### config.mk
export PLATFORM = sky130hd
export DESIGN_NAME = elevator_ctrl
export DESIGN_NICKNAME = d
export VERILOG_FILES = /design/src/rtl/elevator_pkg.sv /design/src/rtl/elevator_ctrl_call_latch.sv /design/src/rtl/elevator_ctrl.sv
export SDC_FILE = /design/constraint.sdc
export NUM_CORES = 1
export LEC_CHECK = 0
export ABC_AREA = 1
export ABC_CLOCK_PERIOD_IN_PS = 4900
export CORE_ASPECT_RATIO = 1.5
export CORE_MARGIN = 3
export CORE_UTILIZATION = 55
export CTS_CLUSTER_DIAMETER = 150
export DETAILED_ROUTE_END_ITERATION = 10
export PLACE_DENSITY = 0.75
export SLEW_MARGIN = 40
export SYNTH_ARGS = -nofsm -noshare
export SYNTH_HDL_FRONTEND = slang
export SYNTH_HIERARCHICAL = 1
export SYNTH_SLANG_ARGS = --single-unit
### constraint.sdc
create_clock -name clk -period 4.9 [get_ports clk]
set_clock_uncertainty 0.2 [all_clocks]
set_input_delay 0.98 -clock clk [delete_from_list [all_inputs] [get_ports clk]]
set_output_delay 0.98 -clock clk [all_outputs]
set_load 0.01 [all_outputs]
### src/rtl/elevator_pkg.sv
// elevator_pkg: car state type, one-hot floor codes (shared with the HEX display stage) and call-mask helpers
package elevator_pkg;
  typedef enum logic [1:0] {IDLE, MOVE_UP, MOVE_DOWN, DOOR_OPEN} car_state_t;
  localparam logic [5:0] FLOOR_1  = 6'b000001;
  localparam logic [5:0] FLOOR_2  = 6'b000010;
  localparam logic [5:0] FLOOR_2M = 6'b000100;
  localparam logic [5:0] FLOOR_3  = 6'b001000;
  localparam logic [5:0] FLOOR_3M = 6'b010000;
  localparam logic [5:0] FLOOR_4  = 6'b100000;
  function automatic logic [5:0] below_mask(input logic [5:0] f);
    return f - 6'd1;
  endfunction
  function automatic logic [5:0] above_mask(input logic [5:0] f);
    return ~(f | below_mask(f));
  endfunction
endpackage

### src/rtl/elevator_ctrl_call_latch.sv
// call_latch: pending-call register; in clk, reset_n, call_req[6], clr[6], hold_floor[6]; out pending[6] (clear wins, hold_floor bits not latched)
module call_latch
  import elevator_pkg::*;
(
  input  logic       clk,
  input  logic       reset_n,
  input  logic [5:0] call_req,
  input  logic [5:0] clr,
  input  logic [5:0] hold_floor,
  output logic [5:0] pending
);
  logic [5:0] pending_q, pending_d;
  assign pending_d = (pending_q | (call_req & ~hold_floor)) & ~clr;
  assign pending = pending_q;
  always_ff @(posedge clk) begin
    if (!reset_n) pending_q <= '0;
    else pending_q <= pending_d;
  end
endmodule

### src/rtl/elevator_ctrl.sv
// elevator_ctrl: SCAN car FSM with shared travel/dwell timer; in clk, reset_n, call_req[6]; out currentFloor[6], Up, Down, door_open, pending[6]
module elevator_ctrl
  import elevator_pkg::*;
#(
  parameter int TRAVEL_CYCLES = 50_000_000,
  parameter int DOOR_CYCLES   = 100_000_000
) (
  input  logic       clk,
  input  logic       reset_n,
  input  logic [5:0] call_req,
  output logic [5:0] currentFloor,
  output logic       Up,
  output logic       Down,
  output logic       door_open,
  output logic [5:0] pending
);
  localparam int TW = $clog2(TRAVEL_CYCLES > DOOR_CYCLES ? TRAVEL_CYCLES : DOOR_CYCLES);
  localparam logic [TW-1:0] T_LAST = TW'(TRAVEL_CYCLES - 1);
  localparam logic [TW-1:0] D_LAST = TW'(DOOR_CYCLES - 1);
  car_state_t state_q, state_d;
  logic [TW-1:0] timer_q, timer_d;
  logic [5:0] floor_q, floor_d, nxt, clr, hold;
  logic dir_q, dir_d, up_q, down_q, door_q, go_up, go_dn, more;
  call_latch u_latch (
    .clk       (clk),
    .reset_n   (reset_n),
    .call_req  (call_req),
    .clr       (clr),
    .hold_floor(hold),
    .pending   (pending)
  );
  assign hold  = state_q == DOOR_OPEN ? floor_q : '0;
  assign go_up = |(pending & above_mask(floor_q));
  assign go_dn = |(pending & below_mask(floor_q));
  assign nxt   = state_q == MOVE_UP ? floor_q << 1 : floor_q >> 1;
  assign more  = |(pending & (state_q == MOVE_UP ? above_mask(nxt) : below_mask(nxt)));
  always_comb begin
    state_d = state_q;
    timer_d = timer_q + TW'(1);
    floor_d = floor_q;
    dir_d   = dir_q;
    clr     = '0;
    unique case (state_q)
      IDLE: begin
        timer_d = '0;
        if (|(pending & floor_q)) begin
          state_d = DOOR_OPEN;
          clr     = floor_q;
        end else if (go_up && (dir_q || !go_dn)) begin
          state_d = MOVE_UP;
          dir_d   = 1'b1;
        end else if (go_dn) begin
          state_d = MOVE_DOWN;
          dir_d   = 1'b0;
        end
      end
      MOVE_UP, MOVE_DOWN: begin
        if (timer_q == T_LAST) begin
          timer_d = '0;
          floor_d = nxt;
          if (|(pending & nxt)) begin
            state_d = DOOR_OPEN;
            clr     = nxt;
          end else if (!more) begin
            state_d = IDLE;
          end
        end
      end
      DOOR_OPEN: begin
        if (|(call_req & floor_q)) begin
          timer_d = '0;
        end else if (timer_q == D_LAST) begin
          state_d = IDLE;
          timer_d = '0;
        end
      end
      default: ;
    endcase
  end
  always_ff @(posedge clk) begin
    if (!reset_n) begin
      state_q <= IDLE;
      timer_q <= '0;
      floor_q <= FLOOR_1;
      dir_q   <= 1'b1;
      up_q    <= 1'b0;
      down_q  <= 1'b0;
      door_q  <= 1'b0;
    end else begin
      state_q <= state_d;
      timer_q <= timer_d;
      floor_q <= floor_d;
      dir_q   <= dir_d;
      up_q    <= state_d == MOVE_UP;
      down_q  <= state_d == MOVE_DOWN;
      door_q  <= state_d == DOOR_OPEN;
    end
  end
  assign currentFloor = floor_q;
  assign Up           = up_q;
  assign Down         = down_q;
  assign door_open    = door_q;
  a_onehot: assert property (@(posedge clk) disable iff (!reset_n) $onehot(floor_q));
  a_top:    assert property (@(posedge clk) disable iff (!reset_n) !(state_q == MOVE_UP && floor_q == FLOOR_4));
  a_bot:    assert property (@(posedge clk) disable iff (!reset_n) !(state_q == MOVE_DOWN && floor_q == FLOOR_1));
endmodule

=== Word level (Yosys, flattened, before mapping) ===
Cells that the tools add are included.

* Add/sub/neg operators: 3
* Equality and inequality tests: 8
* Muxes and demuxes: 22
* Bitwise operators: 16
* Reduce and logical (&&, ||, !) cells: 14

{| class="wikitable"
|+ Operators with widths
! cell !! number
|-
| $mux 27 || 3
|-
| $pmux 27 s3 || 1
|-
| $and 6x6->6 || 8
|-
| $mux 6 || 6
|-
| $reduce_or 6->1 || 6
|-
| $add 27x1->27 const B || 1
|-
| $eq 27x26->1 const B || 1
|-
| $eq 27x27->1 const B || 1
|-
| $not 6->6 || 4
|-
| $or 6x6->6 || 3
|-
| $mux 2 || 8
|-
| $pmux 6 s2 || 1
|-
| $sub 6x1->6 const B || 2
|-
| $eq 2x2->1 const B || 4
|-
| $pmux 2 s3 || 1
|-
| $eq 2x1->1 const B || 2
|-
| $reduce_and 3->1 || 1
|-
| $logic_not 2->1 || 1
|-
| $mux 1 || 2
|-
| $reduce_and 2->1 || 1
|-
| $reduce_bool 2->1 || 1
|-
| $reduce_or 2->1 || 1
|-
| $logic_and 1x1->1 || 1
|-
| $logic_not 1->1 || 1
|-
| other kinds (2) || 2
|}

* Register bits after elaboration: 45
* Input bits: 8
* Output and inout port bits: 15
* Word-level logic and storage cells: 71

=== Depth between registers and ports, before layout ===
* Depth after elaboration: 13
* Mapped depth: 24
* Depth with buffers taken out: 23

=== Modules after synthesis ===
Netlist, hierarchy kept.

{| class="wikitable"
|+ By module, submodules not included
! module !! times used !! cells each !! area an instance (um^2) !! seq. area each (um^2)
|-
| elevator_ctrl || 1 || 437 || 2,791.4 || 780.7
|-
| call_latch || 1 || 42 || 285.3 || 120.1
|}

=== Worst setup path before layout ===
No wires, ideal clock.

* Kind: reg-to-reg
* From: reg state_q[1]
* To: reg up_q (netlist: Up)
* Setup time: 0.115 ns
* Data arrival time: 2.249 ns
* Required time: 4.585 ns
* Path slack: 2.336 ns
* Stages on the path, launching flop included: 25
* Buffers on the path: 1
* Clock period less this slack: 2.564 ns
* Path through: dfxtp_1 > inv_1 > ha_1 > buf_2 > inv_1 > nand2_1 > nand2_1 > nand3_1 > inv_1 > nand3_1 > ha_1 > inv_1 > nand2_1 > nand3_1 > nand2_1 > inv_1 > nand2_1 > nor2_1 > nand3_1 > nand2_1 > nand2_1 > nand2_1 > nand2_1 > nand3_1 > nor2_1

* Word-level cells in the longest chain between the ends: 13
* Elaborated cells on any way between the ends: 24
* Classes of those cells: add/sub (1); eq/ne (4); mux (11); bitwise (4); reduce/logical (4)

{| class="wikitable"
|+ RTL lines
! item !! line !! source
|-
| from (decl) || elevator_ctrl.sv:20 || <nowiki>car_state_t state_q, state_d;</nowiki>
|-
| from (signal assigned) || elevator_ctrl.sv:90 || <nowiki>state_q <= state_d;</nowiki>
|-
| $eq 2x1->1 || elevator_ctrl.sv:35, elevator_ctrl.sv:36, elevator_ctrl.sv:43 ||
|-
| $mux 6 || elevator_ctrl.sv:35 || <nowiki>assign nxt = state_q == MOVE_UP ? floor_q << 1 : floor_q >> 1;</nowiki>
|-
| $sub 6x1->6 || elevator_pkg.sv:11 || <nowiki>return f - 6'd1;</nowiki>
|-
| $or 6x6->6 || elevator_pkg.sv:14 || <nowiki>return ~(f | below_mask(f));</nowiki>
|-
| $not 6->6 || elevator_pkg.sv:14 ||
|-
| $mux 6 || elevator_ctrl.sv:36 || <nowiki>assign more = |(pending & (state_q == MOVE_UP ? above_mask(nxt) : below_mask(nxt)));</nowiki>
|-
| $and 6x6->6 || elevator_ctrl.sv:36 ||
|-
| $reduce_or 6->1 || elevator_ctrl.sv:36 ||
|-
| $mux 2 || elevator_ctrl.sv:64 || <nowiki>end else if (!more) begin</nowiki>
|-
| $mux 2 || elevator_ctrl.sv:61 || <nowiki>if (|(pending & nxt)) begin</nowiki>
|-
| $mux 2 || elevator_ctrl.sv:58 || <nowiki>if (timer_q == T_LAST) begin</nowiki>
|-
| $pmux 2 s3 * || elevator_ctrl.sv:43 || <nowiki>unique case (state_q)</nowiki>
|-
| $eq 2x1->1 * || elevator_ctrl.sv:94 || <nowiki>up_q <= state_d == MOVE_UP;</nowiki>
|-
| to (signal assigned) || elevator_ctrl.sv:86 || <nowiki>up_q <= 1'b0;</nowiki>
|-
| to (signal assigned) || elevator_ctrl.sv:94 ||
|-
| to (decl) || elevator_ctrl.sv:23 || <nowiki>logic dir_q, dir_d, up_q, down_q, door_q, go_up, go_dn, more;</nowiki>
|}

Mark *: on every way between the ends. The rest lies on a longest branch, timed or not.
A chain may end at the register's enable or synchronous reset.

=== Final worst setup path ===
* From: reg state_q[1]
* To: reg door_q (netlist: door_open)

* Word-level cells in the longest chain between the ends: 13
* Elaborated cells on any way between the ends: 24
* Classes of those cells: add/sub (1); eq/ne (4); mux (11); bitwise (4); reduce/logical (4)

{| class="wikitable"
|+ RTL lines
! item !! line !! source
|-
| $eq 2x1->1 || elevator_ctrl.sv:35, elevator_ctrl.sv:36, elevator_ctrl.sv:43 ||
|-
| $mux 6 || elevator_ctrl.sv:35 ||
|-
| $sub 6x1->6 || elevator_pkg.sv:11 ||
|-
| $or 6x6->6 || elevator_pkg.sv:14 ||
|-
| $not 6->6 || elevator_pkg.sv:14 ||
|-
| $mux 6 || elevator_ctrl.sv:36 ||
|-
| $and 6x6->6 || elevator_ctrl.sv:36 ||
|-
| $reduce_or 6->1 || elevator_ctrl.sv:36 ||
|-
| $mux 2 || elevator_ctrl.sv:64 ||
|-
| $mux 2 || elevator_ctrl.sv:61 ||
|-
| $mux 2 || elevator_ctrl.sv:58 ||
|-
| $pmux 2 s3 * || elevator_ctrl.sv:43 ||
|-
| $eq 2x2->1 * || elevator_ctrl.sv:96 || <nowiki>door_q <= state_d == DOOR_OPEN;</nowiki>
|-
| to (signal assigned) || elevator_ctrl.sv:88 || <nowiki>door_q <= 1'b0;</nowiki>
|-
| to (signal assigned) || elevator_ctrl.sv:96 ||
|-
| to (decl) || elevator_ctrl.sv:23 ||
|}

Marked as above.

==> impl_metrics.csv <==
group,metric,value,unit
logic_synthesis,ys_seq_elements,45,
clock_network,cts_hold_buf,0,
timing,finalSetupViolations,0,
cells_and_area,final_area,3440,um^2
logic_synthesis,synth_ff_type,"dfxtp_1",
worst_setup_path,crit_chain,"inv_1 -> ha_1 -> inv_1 -> nand2_1 -> nand2_1 -> nand3_1 -> inv_1 -> nand3_1 -> ha_1 -> inv_1 -> nand2_1 -> nand3_1 -> nand2_1 -> inv_1 -> nand2_1 -> nor2_1 -> nand3_1 -> nand2_1 -> nand2_1 -> nand2_1 -> nand2_1 -> nand3_2 -> nor2_1",
worst_setup_path,cpMostUsedCell,"nand2_1",
clock_network,htree_levels,2,
logic_synthesis,yosysSeqAreaShare,0.2928,
floorplan,fp.dieW,67.07,um
clock_network,cts_resized,0,
floorplan,dieHeight,97.60,um
routing,ant_nets,0,
worst_setup_path,crit_fanout,8,
flow_run,max-cap-violations,0,
cells_and_area,syn_to_final_growth,11.79,%
worst_setup_path,rrSetupSlack,2.01,ns
timing,worst_pin_slew,0.6052,ns
routing,dr_total_vias,3057,
global_routing,grt_overflow,0,
power,comb_power_share,0.416,
floorplan,ios,23,
placement,dp_hpwl,6261,um
logic_synthesis,yosys_warnings,6,
cells_and_area,nNetsFinal,525,
cells_and_area,drive_gt1_frac,0.06163,
timing,fin_crit_sh,0.5890,
placement,io_buffers,22,
worst_setup_path,cpPeakStageDelay,0.38,ns
timing,slew_viol_final,0,
logic_synthesis,async_reset_ff_frac,0,
routing,post_drt_wl_per_cell,13.87,um
logic_synthesis,syn-instance-count,479,
run_status,status,"completed",
floorplan,fp.coreArea,5285,um^2
power,clkPwrFrac,0.217,
clock_network,cts_buffers,5,
worst_setup_path,worst_path_max_delay_cell,"dfxtp_1",
logic_synthesis,ys_types,36,
worst_setup_path,cp-start-kind,"flip-flop",
routing,finalWirelength,7919,um
logic_synthesis,synth.area.top_cells,"dfxtp_1 29%, nand2_1 14%, inv_1 11%",
clock_network,clk_latency,0.30,ns
clock_network,cts_setup_buffers,0,
power,net-switching-power,0.0004536,W
routing,route.detailed.drc,0,
clock_network,clkSlewWorstSetupHoldPaths,0.08,ns
logic_synthesis,postSynthAreaPerCell,6.423,um^2
hold_path,hp-class,"reg -> reg",
global_routing,grt_max_degree,26,
placement,place_congestion,0.9817,
placement,place_area,3338,um^2
global_routing,grt_pass1_wl,13180,um
timing,tns,0,ns
logic_synthesis,synth_edf_count,0,
logic_synthesis,yosysTopAreaCell,"dfxtp_1",
power,p_sw_frac,0.3969,
routing,drt-initial-drc-count,245,
routing,via_per_inst,5.354,
clock_network,cts_buffer_depth,2,
logic_synthesis,synth.top_cells.by_count,"117 x nand2_1, 93 x inv_1, 58 x nor2_1",
timing,max_freq,0.3465,GHz
floorplan,initial_core_util,0.5821,
floorplan,die_area,6546,um^2
global_routing,grt_pass1_vias,2976,
timing,rsz0062_at_grt,"false",
timing,timing.final.hold_violations,0,
cells_and_area,n_antenna_cell,0,
power,intPower,0.0006891,W
global_routing,track_usage,0.2573,
clock_network,cts_sinks,45,
clock_network,tritoncts,"yes",
timing,period_minus_slack,2.886,ns
worst_setup_path,worst-endpoint-arrival,2.88,ns
worst_setup_path,critPathCaptureType,"flip-flop",
timing,holdWs,0.2625,ns
logic_synthesis,synth.most_common_cell,"nand2_1",
power,leakage,1.453,nW
floorplan,row_count,32,
routing,drt_pre_antenna_iters,4,
logic_synthesis,netlist_area,3077,um^2
power,seqPwrFrac,0.367,
worst_setup_path,path_class,"reg -> reg",
power,vdd_drop_max,206.1,uV
global_routing,grt_antenna_before_repair,0,
timing,relSlewSlack,0.5951,
power,powerDensity,332.2,nW/um^2
logic_synthesis,syn_nets,502,
clock_network,cts-root-buf,"clkbuf_8",
logic_synthesis,synth_top_cell_area_share,0.2928,
worst_setup_path,cp.required,4.90,ns
## worst paths after layout
| path | startpoint | endpoint | depth (start not counted) |
|---|---|---|---|
| worst max-delay path | state_q[1] | door_open | 23 |
| worst min-delay path | timer_q[0] | timer_q[0] | 1 |
| worst max register to register | state_q[1] | door_open | 23 |
| worst min register to register | timer_q[0] | timer_q[0] | 1 |
## layout by cell type, fill, tap and decap left out, types with 4 or more instances in the layout
cell type        netlist  final
a21oi_1               20     20
a21oi_2                6      6
clkbuf_8               0      7
clkdlybuf4s50_1        0     22
dfxtp_1               45     45
ha_1                  15     15
inv_1                 93     93
nand2_1              117    117
nand2_2                4      4
nand3_1               34     34
nand4_1               12     12
nor2_1                58     58
nor3_1                14     14
o22ai_1                6      6
xnor2_1                4      4
xor2_1                14     14
## state kept, by name (all words and copies together) (netlist names)
name	cells
timer_q	27
u_latch/pending	6
Up	1
currentFloor	6
Down	1
state_q	2
door_open	1
dir_q	1
## final cells by class
class	instances	area (um^2)
Inverter	94	352.8
Multi-Input combinational cell	334	1779
Fill cell	519	1846
Tap cell	68	85.08
Timing Repair Buffer	22	220.2
Clock inverter	1	5.005
Sequential cell	45	900.9
Clock buffer	7	96.34
## power groups by stage
stage | Combinational [W] | Sequential (W) | Clock [W]
after floorplan | 0.000359 | 0.000426 | 0
after global placement | 0.000462 | 0.000426 | 0
after detailed placement | 0.000470 | 0.000427 | 0
after CTS | 0.000472 | 0.000418 | 0.000258
after global routing | 0.000545 | 0.000423 | 0.000269
final | 0.000475 | 0.000419 | 0.000248
## critical path: cells and delay by family, from the launching register on
family                     cells  cell delay, ns
adders and majority gates      2            0.57
buffers and inverters          5            0.48
DFF                            1            0.38
and+or+nand+nor               16            1.16
## routing by layer
layer	GRT usage	wire length [um]	up-vias
met1	0.2561	2971	1407
met3	0.03819	258	33
met2	0.4727	4243	72
li1	-	-	1545
met4	0.1563	446	0
met5	0	0	-
## cells by family after synthesis
group	share of synthesized area
AO/OA/AOI/OAI	0.09069
XOR/XNOR	0.05124
adder cells (fa/ha/maj)	0.06100
buffers and inverters	0.1289
flip-flops	0.2928
AND/OR/NAND/NOR	0.3754
## per-stage QoR
step / instances / power [W] / setup slack, ns / utilization
global route: 571 / 0.001237 / 1.678 / 0.6508
global placement: 563 / 0.0008885 / 1.832 / 0.6316
detailed placement: 563 / 0.0008971 / 1.846 / 0.6316
finish: 571 / 0.001143 / 2.014 / 0.6508
CTS: 571 / 0.001149 / 2.025 / 0.6508
floorplan: 479 / 0.0007850 / 2.336 / -
Note: power is estimated with default switching activity, not from simulation.
